$ cat src/rtl/md_phase_sequencer.sv
// MD timestep scheduler: walks the machine through INIT, SETTLE, FORCE_EVAL and
// MOTION_UPDATE for a latched iteration count, with drain detection and a per-phase abort.
module md_phase_sequencer #(
   parameter int NUM_CELLS      = 8,
   parameter int ITER_WIDTH     = 16,
   parameter int SETTLE_CYCLES  = 8,
   parameter int DRAIN_CYCLES   = 16,
   parameter int TIMEOUT_CYCLES = 2**20
) (
   input  logic                  clk,
   input  logic                  rst_n,
   input  logic                  i_start,
   input  logic [ITER_WIDTH-1:0] i_num_iters,
   input  logic                  i_init_done,
   input  logic [NUM_CELLS-1:0]  i_all_dirty,
   input  logic [NUM_CELLS-1:0]  i_pe_idle,
   input  logic                  i_frc_buf_empty,
   input  logic                  i_mu_done,
   output logic [1:0]            o_md_state,
   output logic                  o_pe_start,
   output logic                  o_frc_eval_done,
   output logic                  o_mu_start,
   output logic [ITER_WIDTH-1:0] o_iter_cnt,
   output logic                  o_busy,
   output logic                  o_done,
   output logic                  o_timeout
);
   localparam int QW = $clog2(DRAIN_CYCLES + 1);
   localparam int PW = $clog2(TIMEOUT_CYCLES + 1);
   localparam int SW = $clog2(SETTLE_CYCLES + 1);

   localparam logic [1:0] MD_IDLE = 2'd0;
   localparam logic [1:0] MD_INIT = 2'd1;
   localparam logic [1:0] MD_MU   = 2'd2;
   localparam logic [1:0] MD_FE   = 2'd3;

   typedef enum logic [2:0] {S_IDLE, S_INIT, S_SETTLE, S_FE, S_MU, S_DONE} state_e;

   state_e                state_q;
   logic [1:0]            md_state_q;
   logic                  pe_start_q, frc_done_q, mu_start_q;
   logic                  busy_q, done_q, timeout_q;
   logic [ITER_WIDTH-1:0] iter_cnt_q, num_iters_q;
   logic [QW-1:0]         quiet_cnt_q;
   logic [PW-1:0]         phase_cnt_q;
   logic [SW-1:0]         settle_cnt_q;

   logic                  quiet;
   logic                  phase_to;
   logic [QW-1:0]         quiet_cnt_d;
   logic [PW-1:0]         phase_cnt_d;
   logic [ITER_WIDTH-1:0] iter_cnt_d;

   always_comb begin
      quiet       = (&i_all_dirty) & (&i_pe_idle) & i_frc_buf_empty;
      quiet_cnt_d = '0;
      if (quiet)
         quiet_cnt_d = (quiet_cnt_q == QW'(DRAIN_CYCLES)) ? quiet_cnt_q : quiet_cnt_q + 1'b1;
      phase_to    = (phase_cnt_q == PW'(TIMEOUT_CYCLES - 1));
      phase_cnt_d = phase_to ? phase_cnt_q : phase_cnt_q + 1'b1;
      iter_cnt_d  = (&iter_cnt_q) ? iter_cnt_q : iter_cnt_q + 1'b1;
   end

   always_ff @(posedge clk or negedge rst_n) begin
      if (!rst_n) begin
         state_q      <= S_IDLE;
         md_state_q   <= MD_IDLE;
         pe_start_q   <= 1'b0;
         frc_done_q   <= 1'b0;
         mu_start_q   <= 1'b0;
         busy_q       <= 1'b0;
         done_q       <= 1'b0;
         timeout_q    <= 1'b0;
         iter_cnt_q   <= '0;
         num_iters_q  <= '0;
         quiet_cnt_q  <= '0;
         phase_cnt_q  <= '0;
         settle_cnt_q <= '0;
      end else begin
         pe_start_q <= 1'b0;
         frc_done_q <= 1'b0;
         mu_start_q <= 1'b0;
         case (state_q)
            S_IDLE, S_DONE: begin
               if (i_start) begin
                  state_q     <= S_INIT;
                  md_state_q  <= MD_INIT;
                  busy_q      <= 1'b1;
                  done_q      <= 1'b0;
                  timeout_q   <= 1'b0;
                  iter_cnt_q  <= '0;
                  num_iters_q <= i_num_iters;
               end
            end
            S_INIT: begin
               if (i_init_done) begin
                  state_q      <= S_SETTLE;
                  md_state_q   <= MD_IDLE;
                  settle_cnt_q <= '0;
               end
            end
            S_SETTLE: begin
               if (settle_cnt_q == SW'(SETTLE_CYCLES - 1)) begin
                  if (iter_cnt_q == num_iters_q) begin
                     state_q    <= S_DONE;
                     md_state_q <= MD_IDLE;
                     busy_q     <= 1'b0;
                     done_q     <= 1'b1;
                  end else begin
                     state_q     <= S_FE;
                     md_state_q  <= MD_FE;
                     pe_start_q  <= 1'b1;
                     quiet_cnt_q <= '0;
                     phase_cnt_q <= '0;
                  end
               end else begin
                  settle_cnt_q <= settle_cnt_q + 1'b1;
               end
            end
            S_FE: begin
               phase_cnt_q <= phase_cnt_d;
               // The pe_start cycle is skipped so last step's dirty flags can't count as quiet.
               if (!pe_start_q) quiet_cnt_q <= quiet_cnt_d;
               if (!pe_start_q && quiet_cnt_d == QW'(DRAIN_CYCLES)) begin
                  state_q     <= S_MU;
                  md_state_q  <= MD_MU;
                  frc_done_q  <= 1'b1;
                  mu_start_q  <= 1'b1;
                  phase_cnt_q <= '0;
               end else if (phase_to) begin
                  state_q    <= S_DONE;
                  md_state_q <= MD_IDLE;
                  busy_q     <= 1'b0;
                  done_q     <= 1'b1;
                  timeout_q  <= 1'b1;
               end
            end
            S_MU: begin
               phase_cnt_q <= phase_cnt_d;
               if (!mu_start_q && i_mu_done) begin
                  state_q      <= S_SETTLE;
                  md_state_q   <= MD_IDLE;
                  iter_cnt_q   <= iter_cnt_d;
                  settle_cnt_q <= '0;
               end else if (phase_to) begin
                  state_q    <= S_DONE;
                  md_state_q <= MD_IDLE;
                  busy_q     <= 1'b0;
                  done_q     <= 1'b1;
                  timeout_q  <= 1'b1;
               end
            end
            default: begin
               state_q    <= S_IDLE;
               md_state_q <= MD_IDLE;
               busy_q     <= 1'b0;
               done_q     <= 1'b0;
            end
         endcase
      end
   end

   assign o_md_state      = md_state_q;
   assign o_pe_start      = pe_start_q;
   assign o_frc_eval_done = frc_done_q;
   assign o_mu_start      = mu_start_q;
   assign o_iter_cnt      = iter_cnt_q;
   assign o_busy          = busy_q;
   assign o_done          = done_q;
   assign o_timeout       = timeout_q;
endmodule

$ cat config.mk
export PLATFORM = sky130hd
export DESIGN_NAME = md_phase_sequencer
export DESIGN_NICKNAME = d
export VERILOG_FILES = /design/src/rtl/md_phase_sequencer.sv
export SDC_FILE = /design/constraint.sdc
export NUM_CORES = 1
export LEC_CHECK = 0
export BUFFER_PORTS_ARGS = -buffer_cell sky130_fd_sc_hd__buf_2
export CAP_MARGIN = 20
export CORE_MARGIN = 4
export CORE_UTILIZATION = 40
export CTS_BUF_LIST = sky130_fd_sc_hd__clkbuf_8
export DETAILED_ROUTE_END_ITERATION = 16
export GPL_TIMING_DRIVEN = 0
export REMOVE_ABC_BUFFERS = 1
export SLEW_MARGIN = 20
export SYNTH_ARGS = -nofsm -noshare
export SYNTH_HDL_FRONTEND = slang
export SYNTH_SLANG_ARGS = --single-unit
export TNS_END_PERCENT = 1
$ cat constraint.sdc
create_clock -name clk -period 2.1 [get_ports clk]
set_clock_uncertainty 0.15 [all_clocks]
set_input_delay 0 -clock clk [delete_from_list [all_inputs] [get_ports clk]]
set_output_delay 0 -clock clk [all_outputs]
set_load 0.02 [all_outputs]
==> reports/qor.txt <==
FINISH
------------------------------------------------------------------------------------
Total inserted antenna cells                                                       0
Number of nets in the layout                                                     602
Area grow syn2layout                                                           30.6%
Final core occ                                                                 53.9%
Layout cells sized above 1                                                     32.3%
Number of filler instances in the final layout                                   946

YOSYS
------------------------------------------------------------------------------------
Most frequent cell after synthesis                                      sky130_fd_sc_hd__dfrtp_1
Sequential area share after synthesis                                          41.9%
Largest cells by area after synthesis                                   sky130_fd_sc_hd__dfrtp_1 (42%), sky130_fd_sc_hd__xor2_1 (5.3%), sky130_fd_sc_hd__mux2_2 (4.2%)
Synth cell types                                                                  61
Flip-flop cell with the highest count after synthesis                   sky130_fd_sc_hd__dfrtp_1
Mean area per synthesized cell                                              9.37 um2
Number of warnings reported in the yosys synthesis log                             0
Number of synthesized flops with an enable pin                                     0
Synth Instances                                                                  459
Total standard cell area after synthesis                                    4300 um2
Proportion of netlist area held by the largest area contributor                41.9%
Number of storage elements in the synthesis netlist                               72
Share of flip-flops with an asynchronous set or reset after synthesis           100%
Largest area contributor in the netlist                                 sky130_fd_sc_hd__dfrtp_1
Leading cell types by count after synthesis                             sky130_fd_sc_hd__dfrtp_1 (72), sky130_fd_sc_hd__nor2_1 (42), sky130_fd_sc_hd__nand2_1 (36)

DETAILED ROUTING
------------------------------------------------------------------------------------
Number of design rule violations left after detail routing                         0
Overall routed net length                                                   11700 um
ANT nets after route                                                               0
Number of optimization iterations in the first detailed-route pass                 5
Total number of vias                                                            3890
Iteration-0 DRC Markers                                                          185
Final routed wire length divided by cell count                               16.7 um
Vias per inst                                                                   5.56

CLOCK TREE
------------------------------------------------------------------------------------
CTS Buffer Depth                                                                   2
Clock Latency Late Sink                                                       370 ps
H-tree depth                                                                       3
Inserted Clock Buffers                                                             9
Clock-pin slew on the worst setup and hold paths                               90 ps
Clock Root Buffer                                                       sky130_fd_sc_hd__clkbuf_8
Total clock sinks                                                                 72
TritonCTS clock tree                                                           built

GRT
------------------------------------------------------------------------------------
Initial antenna violation count                                                    0
Vias in the first global route                                                  3964
Largest net degree at the start of global routing                                 45
Total Routing Usage GR                                                         19.3%
Wire length of the first global-routing pass                                19700 um
Total gr overflow                                                                  0

WORST SETUP PATH
------------------------------------------------------------------------------------
Kind of start point of the critical path                                        flop
CP max FO                                                                          4
Crit path kind                                                            reg -> reg
Type of destination of the critical path                                        flop
Crit path required time                                                      2210 ps
Arrival @ worst endpoint                                                     2410 ps

STA
------------------------------------------------------------------------------------
Setup repair after global routing missed its margin                              yes
Transition time at the pin with the least slew margin                         525 ps
Hold Slack                                                                 -0.779 ps
Max frequency                                                              0.434 GHz
Final slew viol count                                                              0
Minimum period implied by the final worst setup slack                        2300 ps
Worst Slack Setup Final                                                      -203 ps
Count of endpoints failing setup in the final report                              45
Worst slew margin                                                              64.8%
Endpoints failing hold                                                             1
Part of the cycle the worst path needs                                          110%

FLOORPLAN
------------------------------------------------------------------------------------
Die Height                                                                    112 um
Core outline area                                                          10400 um2
Effective utilization at floorplan                                             41.3%
Number of core rows                                                               37
Horizontal die dimension                                                      112 um
I/O pin count                                                                     62
Area enclosed by the die boundary                                          12500 um2

RUN STATUS
------------------------------------------------------------------------------------
Outcome                                                                 complete, but fails checks
Violations in the final reports                                         negative hold slack, negative setup slack

PLACEMENT
------------------------------------------------------------------------------------
Number of I/O port buffers                                                        61
Final GP Congestion                                                            0.891
Pre-CTS worst setup slack                                                    -993 ps
HPWL reported at the end of detailed placement                               7520 um

PWR
------------------------------------------------------------------------------------
Reported leakage power                                                       2.47 nW
Max rail drop VDD                                                             465 uV
PwrDens                                                                   991 nW/um2

WORST HOLD PATH
------------------------------------------------------------------------------------
Kind of path behind the tightest hold check                              in -> async

FLOW RUN
------------------------------------------------------------------------------------
Max-cap viol count                                                                 0

-- routing by layer --
layer  GRT usage [%]  wire, um  share of wire, %  vias up
li1                -         -                 -     1884
met1            25.5      5130                44     1891
met2            31.4      5850                50       98
met3            3.32       466               4.0       17
met4            7.70       218               1.9        0
met5               0         0                 0        -
-- stage by stage --
stage	setup TNS, ps	instance area (um2)	power [W]	instances
after floorplan	-23030	4160	0.00321	437
after global placement	-70420	4640	0.00366	634
after detailed placement	-48870	4700	0.00377	636
after CTS	-2110	5540	0.00556	695
after global routing	-7910	5620	0.00592	700
final	-2930	5620	0.00557	700
-- what timing repair did --
action / 4_1_cts / 5_1_grt
gates resized for setup: 53 / 21
hold buffers: 23 / 0
setup endpoints to repair: 71 / 69
hold endpoints to repair: 93 / 0
setup buffers: 17 / 5
pin swaps: 24 / 13
cloned: 3 / 0
-- cell families after synthesis --
kind of cell	count (synthesis)	share of synthesized area (%)
AO/OA/AOI/OAI	111	17.7
adder cells (fa/ha/maj)	5	1.45
buffers and inverters	33	4.19
multiplexers	18	4.65
AND/OR/NAND/NOR	191	24.2
flip-flops	72	41.9
XOR/XNOR	29	5.90
-- critical path: stages, from the launching register on --
cell,delay (ps)
sky130_fd_sc_hd__dfrtp_2,460
sky130_fd_sc_hd__inv_2,80
sky130_fd_sc_hd__ha_4,150
sky130_fd_sc_hd__nand4bb_4,140
sky130_fd_sc_hd__a2bb2oi_2,170
sky130_fd_sc_hd__or4_1,540
sky130_fd_sc_hd__nor2_4,210
sky130_fd_sc_hd__nor4_2,80
sky130_fd_sc_hd__o211a_1,210
-- area by class of cell --
type	instances	area, um2	share of cell area (%)
Timing Repair Buffer	108	768	13.7
Clock inverter	6	108	1.92
Inverter	11	41.3	0.735
Clock buffer	10	138	2.45
Tap cell	136	170	3.03
Multi-Input combinational cell	357	2580	45.9
Sequential cell	72	1820	32.3
-- sequential cells by signal, summed over array words and instances, names as in the netlist --
name          flops
o_md_state        2
o_mu_start        1
o_busy            1
settle_cnt_q      4
o_timeout         1
o_done            1
state_q           3
phase_cnt_q      21
o_pe_start        1
quiet_cnt_q       5
o_iter_cnt       16
num_iters_q      16
-- cell usage in the layout (no fill, tap or decap), types with 6 or more instances in the layout --
cell type	synthesis	routed
sky130_fd_sc_hd__a31oi_1	15	13
sky130_fd_sc_hd__and2_1	9	7
sky130_fd_sc_hd__nor3_1	10	7
sky130_fd_sc_hd__clkbuf_8	0	10
sky130_fd_sc_hd__buf_2	9	60
sky130_fd_sc_hd__dfrtp_1	72	63
sky130_fd_sc_hd__o21ai_1	5	8
sky130_fd_sc_hd__dlygate4sd3_1	0	22
sky130_fd_sc_hd__and3_1	11	11
sky130_fd_sc_hd__nand4_1	20	20
sky130_fd_sc_hd__o21ai_0	27	20
sky130_fd_sc_hd__a21oi_1	17	16
sky130_fd_sc_hd__nand3_1	29	29
sky130_fd_sc_hd__mux2_2	16	16
sky130_fd_sc_hd__inv_1	10	9
sky130_fd_sc_hd__dfrtp_2	0	8
sky130_fd_sc_hd__a22o_1	6	6
sky130_fd_sc_hd__xor2_1	26	26
sky130_fd_sc_hd__nor2_1	42	37
sky130_fd_sc_hd__nand2_1	36	34
sky130_fd_sc_hd__buf_4	6	21
-- path summary, 6_finish.rpt --
check / start / to / slack (ps) / depth (start not counted)
max reg2reg: quiet_cnt_q[1] / o_done / -200 / 8
max in group asynchronous: rst_n / o_iter_cnt[7] / 1550 / 3
min: rst_n / phase_cnt_q[12] / -0.8 / 3
max: quiet_cnt_q[1] / o_done / -200 / 8
min reg2reg: phase_cnt_q[15] / phase_cnt_q[15] / 360 / 1
min in group clk: i_pe_idle[3] / quiet_cnt_q[3] / 10 / 5
-- power by group --
| part | internal, W | leakage [nW] | switching (W) | total, W |
|---|---|---|---|---|
| logic | 0.000944 | 1.41 | 0.00119 | 0.00213 |
| clock network | 0.000818 | 0.128 | 0.000578 | 0.00140 |
| registers | 0.00169 | 0.940 | 0.000346 | 0.00204 |
| total | 0.00345 | 2.47 | 0.00211 | 0.00557 |
Power figures use the tool's default switching activity.
